File: config.mk
export PLATFORM = sky130hd
export DESIGN_NAME = kamus_fetch_ctrl
export DESIGN_NICKNAME = d
export VERILOG_FILES = /design/src/rtl/omer_pkg.sv /design/src/rtl/kamus_instr_fifo.sv /design/src/rtl/kamus_fetch_ctrl.sv
export SDC_FILE = /design/constraint.sdc
export NUM_CORES = 1
export LEC_CHECK = 0
export BUFFER_PORTS_ARGS = -buffer_cell sky130_fd_sc_hd__clkbuf_2
export CAP_MARGIN = 0
export CORE_ASPECT_RATIO = 0.75
export CORE_MARGIN = 2
export CORE_UTILIZATION = 50
export CTS_CLUSTER_DIAMETER = 200
export DETAILED_ROUTE_END_ITERATION = 10
export PLACE_DENSITY = 0.74
export SYNTH_ARGS = -nofsm -noshare
export SYNTH_HDL_FRONTEND = slang
export SYNTH_SLANG_ARGS = --single-unit
File: constraint.sdc
create_clock -name clk_i -period 10.6 [get_ports clk_i]
set_input_delay 2.65 -clock clk_i [delete_from_list [all_inputs] [get_ports clk_i]]
set_output_delay 2.65 -clock clk_i [all_outputs]
set_load 0.05 [all_outputs]
File: src/rtl/omer_pkg.sv
// Shared types and constants for the kamus instruction fetch slice.
package omer_pkg;

  typedef enum logic [1:0] {
    IDLE  = 2'd0,
    REQ   = 2'd1,
    WAIT  = 2'd2,
    FLUSH = 2'd3
  } fetch_state_e;

  localparam logic [31:0] PC_INCR = 32'd4;

  typedef struct packed {
    logic [31:0] pc;
    logic [31:0] instr;
  } fetch_entry_t;

  function automatic logic [31:0] word_align(input logic [31:0] addr);
    return {addr[31:2], 2'b00};
  endfunction

endpackage

File: src/rtl/kamus_instr_fifo.sv
// Two-entry {pc, instr} buffer; entry 0 is always the head.
module kamus_instr_fifo
  import omer_pkg::*;
(
  input  logic         clk_i,
  input  logic         rst_i,
  input  logic         push_i,
  input  fetch_entry_t push_entry_i,
  input  logic         pop_i,
  input  logic         flush_i,
  output logic [1:0]   count_o,
  output fetch_entry_t head_o
);

  fetch_entry_t e0_q, e0_d, e1_q, e1_d;
  logic [1:0]   count_q, count_d;

  always_comb begin
    e0_d    = e0_q;
    e1_d    = e1_q;
    count_d = count_q;
    if (flush_i) begin
      count_d = '0;
    end else begin
      case ({push_i, pop_i})
        2'b10: begin
          if (count_q == 2'd0) e0_d = push_entry_i;
          else                 e1_d = push_entry_i;
          count_d = count_q + 2'd1;
        end
        2'b01: begin
          e0_d    = e1_q;
          count_d = count_q - 2'd1;
        end
        2'b11: begin
          // Simultaneous push/pop: the new entry lands behind whatever remains.
          if (count_q == 2'd1) begin
            e0_d = push_entry_i;
          end else begin
            e0_d = e1_q;
            e1_d = push_entry_i;
          end
        end
        default: ;
      endcase
    end
  end

  always_ff @(posedge clk_i or posedge rst_i) begin
    if (rst_i) begin
      e0_q    <= '0;
      e1_q    <= '0;
      count_q <= '0;
    end else begin
      e0_q    <= e0_d;
      e1_q    <= e1_d;
      count_q <= count_d;
    end
  end

  assign count_o = count_q;
  assign head_o  = (count_q != 2'd0) ? e0_q : '0;

endmodule

File: src/rtl/kamus_fetch_ctrl.sv
// Instruction fetch controller: request FSM, fetch PC and redirect handling
// in front of a two-entry instruction buffer.
module kamus_fetch_ctrl
  import omer_pkg::*;
#(
  parameter logic [31:0] RESET_PC   = 32'h0000_0000,
  parameter int unsigned FIFO_DEPTH = 2
) (
  input  logic        clk_i,
  input  logic        rst_i,
  input  logic        fetch_en_i,
  output logic        imem_req_o,
  output logic [31:0] imem_addr_o,
  input  logic        imem_gnt_i,
  input  logic        imem_rvalid_i,
  input  logic [31:0] imem_rdata_i,
  input  logic        redirect_i,
  input  logic [31:0] redirect_pc_i,
  output logic        instr_valid_o,
  output logic [31:0] instr_o,
  output logic [31:0] instr_pc_o,
  input  logic        instr_ready_i
);

  localparam logic [1:0] DEPTH_C = FIFO_DEPTH[1:0];

  fetch_state_e state_q, state_d;
  logic [31:0]  pc_q, pc_d;
  logic         push, pop;
  logic [1:0]   count;
  fetch_entry_t push_entry, head;

  assign pop        = instr_valid_o & instr_ready_i & ~redirect_i;
  assign push_entry = '{pc: pc_q - PC_INCR, instr: imem_rdata_i};

  always_comb begin
    state_d = state_q;
    pc_d    = pc_q;
    push    = 1'b0;
    if (redirect_i) begin
      pc_d = word_align(redirect_pc_i);
      // FLUSH only while a granted request still owes a response after this edge.
      case (state_q)
        REQ:         state_d = imem_gnt_i ? FLUSH : (fetch_en_i ? REQ : IDLE);
        WAIT, FLUSH: state_d = imem_rvalid_i ? (fetch_en_i ? REQ : IDLE) : FLUSH;
        default:     state_d = fetch_en_i ? REQ : IDLE;
      endcase
    end else begin
      case (state_q)
        IDLE: if (fetch_en_i && count < DEPTH_C) state_d = REQ;
        REQ: begin
          if (imem_gnt_i) begin
            state_d = WAIT;
            pc_d    = pc_q + PC_INCR;
          end
        end
        WAIT: begin
          if (imem_rvalid_i) begin
            push    = 1'b1;
            state_d = (fetch_en_i && (count + 2'd1 - {1'b0, pop}) < DEPTH_C) ? REQ : IDLE;
          end
        end
        FLUSH: if (imem_rvalid_i) state_d = fetch_en_i ? REQ : IDLE;
        default: ;
      endcase
    end
  end

  always_ff @(posedge clk_i or posedge rst_i) begin
    if (rst_i) begin
      state_q <= IDLE;
      pc_q    <= word_align(RESET_PC);
    end else begin
      state_q <= state_d;
      pc_q    <= pc_d;
    end
  end

  kamus_instr_fifo u_fifo (
    .clk_i        (clk_i),
    .rst_i        (rst_i),
    .push_i       (push),
    .push_entry_i (push_entry),
    .pop_i        (pop),
    .flush_i      (redirect_i),
    .count_o      (count),
    .head_o       (head)
  );

  assign imem_req_o    = (state_q == REQ);
  assign imem_addr_o   = pc_q;
  assign instr_valid_o = (count != 2'd0);
  assign instr_o       = head.instr;
  assign instr_pc_o    = head.pc;

endmodule

==> results of run 1 <==
==> cell families (layout without fill, tap and decap cells) <==
kind of cell               after synthesis  count (layout)  synth area share
xor gates and xnor gates                54              54           0.05758
muxes                                   34              34           0.04631
other                                    1               4         0.0004565
buffers and inverters                   88             217           0.04539
adders and majority gates                4               4          0.006093
DFF                                    158             158            0.4813
and+or+nand+nor                        371             371            0.2264
AOI/OAI and AO/OA                      189             189            0.1365
==> critical path: cells and delay by family (launching register included) <==
| kind | cells | cell delay, ns |
|---|---|---|
| adder cells (fa/ha/maj) | 1 | 0.51 |
| buffers and inverters | 3 | 0.92 |
| flip-flops | 1 | 0.40 |
| AND/OR/NAND/NOR | 1 | 0.19 |
==> cell usage in the layout, fill, tap and decap left out, drive strengths merged, types with 3 or more instances in the layout <==
| cell | count |
|---|---|
| clkbuf | 182 |
| dfrtp | 158 |
| nand2 | 142 |
| o21ai | 87 |
| nor2b | 63 |
| nor2 | 60 |
| a31oi | 37 |
| xnor2 | 35 |
| mux2 | 32 |
| a21oi | 25 |
| xor2 | 19 |
| nor4 | 19 |
| nor3 | 17 |
| nand3 | 15 |
| inv | 14 |
| a21o | 14 |
| nand4 | 11 |
| or3 | 11 |
| buf | 10 |
| a22oi | 9 |
| and3 | 7 |
| clkinv | 7 |
| a211oi | 5 |
| conb | 4 |
| ha | 4 |
| or4 | 4 |
| or2 | 3 |
| and2 | 3 |
| and4 | 3 |
| nor3b | 3 |
| clkinvlp | 3 |
==> per-layer routing <==
| metal | global-route usage | vias to the layer above |
|---|---|---|
| met5 | 0 | - |
| met4 | 0.06604 | 0 |
| met3 | 0.04561 | 20 |
| met2 | 0.3532 | 180 |
| met1 | 0.3350 | 3292 |
| li1 | - | 3320 |
==> registers in the layout, indices dropped and copies added (netlist names) <==
name	cells
imem_addr_o	30
u_fifo.e0_q	62
u_fifo.count_o	2
u_fifo.e1_q	62
state_q	2
==> where the power goes <==
part	internal, mW	switching (mW)
Combinational	0.254	0.459
Clock	0.326	0.239
Sequential	0.800	0.128
==> how the worst min path moves through the flow <==
stage / startpoint / to / cells after the start
finish: u_fifo.e0_q[40] / u_fifo.e0_q[40] / 1
global route: u_fifo.e0_q[40] / u_fifo.e0_q[40] / 1
CTS: u_fifo.e1_q[49] / u_fifo.e1_q[49] / 1
detailed placement: u_fifo.e0_q[40] / u_fifo.e0_q[40] / 1
global placement: u_fifo.e1_q[49] / u_fifo.e1_q[49] / 1
floorplan: u_fifo.e0_q[44] / u_fifo.e0_q[44] / 1
==> cell type report <==
type / instances / area share
clock buffers: 20 / 0.04636
well taps: 210 / 0.02727
multi-input cells: 656 / 0.4082
flip-flops and latches: 158 / 0.4104
repair buffers: 172 / 0.09195
inverters: 14 / 0.005974
clock inverters: 11 / 0.009870
==> results.md, run 1 <==
- Wirelength per Cell: 16.04 µm
- Inserted Clock Buffers: 17
- Final core occ: 0.5997
- Flop and latch count out of synthesis: 158
- Unrepaired setup endpoints after global routing: false
- Fin area: 9634 µm²
- Setup WS pre-CTS: around 5.4 ns
- Worst Setup EP: instr_pc_o[26]
- Synth cell types: 53
- Yosys top cell area share: 0.4813
- Iteration-0 DRC Markers: 590
- Placer Congestion: 0.8233
- R2r endpoint: u_fifo.e0_q[34]
- Max Fclk: 195.5 MHz
- Metal3 WL: roughly 1.1 mm
- Worst Setup SP: u_fifo.count_o[1]
- Final worst slack: 5.485 ns
- Async set-reset flop share out of synthesis: 1.000
- HPWL Detailed: 13.42 mm
- Starting Density: 0.5113
- Final Skew: 0.008392 ns
- DRC: 0
- Largest cells by area after synthesis: dfrtp_1, nand2_1, nor2b_1, mux2_2, o21ai_0
- Port Buffers: 162
- Top sig layer: met4
- CTS tree: built
- Final Max Tran Viols: 0
- Worst path slowest cell: ha_2
- Non-Filler Instances: 1241
- Tot Pwr: 2.206 mW
- # Post-CTS Setup Buffers: 0
- Net count, final: 1094
- GRT Util Overall: 0.2299
- Ys Warns: 0
- MaxCap Viol Count: 0
- First-pass GRT wire length: 32.22 mm
- Largest area contributor in the netlist: dfrtp_1
- Vias in the first global route: 6243
- Fin Hold WS: 0.4692 ns
- Horiz. Die Dim: 152 µm
- Hold WC Path Type: flop to flop
- Critical Path, Cell by Cell: inv_1 > ha_2 > buf_4 > nor2b_1 > clkbuf_2
- PwrDens: between 200 and 250 nW/µm²
- Status: complete, no violations
- R2r worst-path depth: 9
- # fillers: around 1400
- Setup Crit Path Kind: flop to output port
- Hold_buf cts: 0
- Worst path required time: 7.95 ns
- Worst rel slew slack: 0.2192
- CP Capture Type: output port
- Main synth FF type: dfrtp_1
- ANT nets after route: 0
- Endpoints failing setup: 0
- Placed cells: 1210
- Startpoint Class: flop
- Leakage: 4.420 nW
- Top-count cell post-synth: dfrtp_1
- Largest net degree at the start of global routing: 93
- Vias/cell: 5.489
- Worst Tran Pin Value: 1.162 ns
- Antenna cells: 0
- Grt ovf: 0
- Clk sink count: 158
- Crit share post-route: 0.4825
- Crit-path max FO: between 40 and 50
- Seq/Total Area, Yosys: 0.4813
- Mapped cell area: 8214 µm²
- Num rows: 40
- Syn Area/Cell: 9.137 µm²
- Resize count post-CTS: 0
- Ports: 169
- Syn Inst Count: 899
- Worst endpoint data arrival time: 2.46 ns
- Placed cell areas: 9092 µm²
- Share of cells above drive strength 1: 0.2483
- Area occupied by registers: roughly 4000 µm²
- CTS Root Cell: clkbuf_16
- CP max stage delay: roughly 0.5 ns
- Reg-to-reg slack, setup: 7.25 ns
- Metal-1 WL: 9.554 mm
- H-tree Lvls: 4
- R2r startpoint: u_fifo.count_o[0]
- Initial antenna violation count: 0
- DRT Pass-1 Iters: 5
- Die height: ~120 µm
- Hold Vio Cnt, Final: 0
- Core area: 16070 µm²
- Final worst path period need: 5.115 ns
- Total Negative Setup Slacks: 0 ns
- Multi-input gate area: 3933 µm²
- Post-synth EDFFs: 0
- Via count: roughly 6800
- Die area: 17480 µm²
- VDD IR max: 0.1025 mV
- Metal2 WL: 8.996 mm
- Post-synth top cells: dfrtp_1, nand2_1, o21ai_0, nor2b_1, clkbuf_1
- Syn-to-layout area delta: 17.29%
- Clk_lat worst skew: ~0.42 ns
- Clock transition at path regs: 0.06 ns
- CTS Buffer Depth: 2
- Detailed Route WL: ~20 mm
Power figures use the tool's default switching activity.
==> run 2, diff against run 1 <==
- clock period: 10.6 -> 4.9 ns (I/O delays scaled with it)
==> run 2 against run 1 <==
Against the previous run:
- count of clock-buffer cells in the layout down 3
- critical path depth unchanged
- clock power up 120%
- flip-flop and latch count unchanged
- hold slack better by 0.0012 ns
- critical path type unchanged
==> results.md, run 2 (synthesized netlist as in run 1, its figures left out) <==
- Status: complete, no violations
- Largest net degree at the start of global routing: 159 (+71%)
- Num rows: 40 (unchanged)
- Core area: 16070 µm² (unchanged)
- CP Capture Type: output port
- Worst rel slew slack: 0.1611 (-0.05815)
- Total Negative Setup Slacks: 0 ns (unchanged)
- Starting Density: 0.5113 (unchanged)
- R2r endpoint: u_fifo.e0_q[18]
- GRT Util Overall: 0.2302 (+0.0003381)
- Startpoint Class: flop
- VDD IR max: 0.2924 mV (+190%)
- Crit-path max FO: 52 (+21%)
- Worst Tran Pin Value: 1.247 ns (+0.08467 ns)
- Net count, final: 1096 (+0.18%)
- Fin Hold WS: 0.4704 ns (+0.001182 ns)
- Ports: 169 (unchanged)
- Wirelength per Cell: 15.78 µm (-1.6%)
- Initial antenna violation count: 0 (unchanged)
- R2r worst-path depth: 7 (-2)
- Antenna cells: 0 (unchanged)
- Clock transition at path regs: 0.07 ns (about the same)
- CTS tree: built
- Iteration-0 DRC Markers: 511 (-13%)
- Final Max Tran Viols: 0 (unchanged)
- Leakage: 4.437 nW (+0.39%)
- Worst Setup EP: instr_o[5]
- Die area: 17480 µm² (unchanged)
- CTS Buffer Depth: 2 (unchanged)
- Grt ovf: 0 (unchanged)
- PwrDens: 497.1 nW/µm² (+120%)
- Clk sink count: 158 (unchanged)
- Final worst slack: 1.136 ns (-4.349 ns)
- Via count: 6828 (+0.23%)
- Worst path required time: 3.67 ns (-4.28 ns)
- CTS Root Cell: clkbuf_16
- Worst path slowest cell: ha_2
- Setup Crit Path Kind: flop to output port
- # Post-CTS Setup Buffers: 0 (unchanged)
- DRT Pass-1 Iters: 5 (unchanged)
- Commonest non-fill, non-tap cell in the layout: clkbuf_2
- Crit share post-route: 0.7681
- Buf+Inv Stages, Crit Path: 3 (unchanged)
- Worst endpoint data arrival time: 2.54 ns (+0.08 ns)
- First-pass GRT wire length: 32.49 mm (+0.86%)
- Worst Setup SP: u_fifo.count_o[1]
- Syn-to-layout area delta: 17.91%
- Resize count post-CTS: 0 (unchanged)
- Vias in the first global route: 6347 (+1.7%)
- Critical Path, Cell by Cell: inv_1 > ha_2 > buf_4 > nor2b_1 > clkbuf_2
- Clk_lat worst skew: 0.42 ns (about the same)
- Hold_buf cts: 0 (unchanged)
- Hold Vio Cnt, Final: 0 (unchanged)
- ANT nets after route: 0 (unchanged)
- Max Fclk: between 200 and 300 MHz
- Vias/cell: 5.489 (about the same)
- Unrepaired setup endpoints after global routing: false
- Setup WS pre-CTS: 1.329 ns (-4.065 ns)
- Final worst path period need: 3.764 ns
- CP max stage delay: 0.89 ns (+0.38 ns)
- # fillers: 1400 (-2.2%)
- Reg-to-reg slack, setup: 1.67 ns (-5.58 ns)
- Port Buffers: 162 (unchanged)
- Detailed Route WL: 19.63 mm (-1.4%)
- R2r startpoint: u_fifo.count_o[1]
- HPWL Detailed: 13.19 mm (-1.7%)
- Hold WC Path Type: flop to flop
- Most frequent cells in the layout: clkbuf_2, dfrtp_1, nand2_1
- DRC: 0 (unchanged)
- H-tree Lvls: 4 (unchanged)
- MaxCap Viol Count: 0 (unchanged)
- Endpoints failing setup: 0 (unchanged)
- Die height: 115 µm (unchanged)
- Horiz. Die Dim: 152 µm (unchanged)
- Placer Congestion: 0.8419 (+2.3%)
- Inserted Clock Buffers: 17 (unchanged)
- Share of cells above drive strength 1: 0.2524 (+0.004115)
- CP top delay family: adder cells
- Stages on worst setup path: 5 (unchanged)
- Final Skew: 0.008483 ns (+0.00009106 ns)
[run 2: changes by cell type in the layout (fill, tap and decap cells not counted), sizes merged]
| cell | change |
|---|---|
| clkbuf | -3 |
| buf | +2 |
| inv | +2 |
| clkinv | +1 |
| clkinvlp | +1 |
[run 2: worst min path at each step]
stage                          from         endpoint  slack [ns]  depth (start not counted)
detailed placement  u_fifo.e0_q[43]  u_fifo.e0_q[43]        0.46                          1
CTS                 u_fifo.e0_q[43]  u_fifo.e0_q[43]        0.47                          1
finish              u_fifo.e0_q[43]  u_fifo.e0_q[43]        0.47                          1
global placement    u_fifo.e1_q[49]  u_fifo.e1_q[49]        0.46                          1
floorplan           u_fifo.e0_q[44]  u_fifo.e0_q[44]        0.44                          1
global route        u_fifo.e1_q[49]  u_fifo.e1_q[49]        0.48                          1
[run 2: layout make-up]
| type | instances | area [µm²] | area share |
|---|---|---|---|
| sequential | 158 | 3954 | 0.4082 |
| inverter | 14 | 56.30 | 0.005813 |
| clock buffer | 17 | 425.4 | 0.04392 |
| clock inverter | 15 | 141.4 | 0.01460 |
| tap | 210 | 262.8 | 0.02713 |
| multi-input combinational | 656 | 3933 | 0.4060 |
| timing repair buffer | 174 | 913.4 | 0.09430 |
[run 2: per-stage QoR]
stage	area (µm²)	utilization	instances	power, mW
floorplan	8229	-	902	3.186
global placement	9119	0.5676	1212	3.528
detailed placement	9119	0.5676	1212	3.570
CTS	9686	0.6029	1244	4.848
global route	9686	0.6029	1244	5.096
finish	9686	0.6029	1244	4.815
[run 2: metal layers]
metal  up-vias  wire length, µm  track usage
li1       3331                -            -
met1      3280             9464       0.3431
met2       196             8769       0.3438
met3        21             1151      0.04825
met4         0              240      0.06355
met5         -                0            0
[run 2: where the power goes]
part	switching [mW]	leakage, nW	internal, mW
combinational	0.986	2.18	0.552
clock	0.568	0.270	0.706
sequential	0.272	1.99	1.73
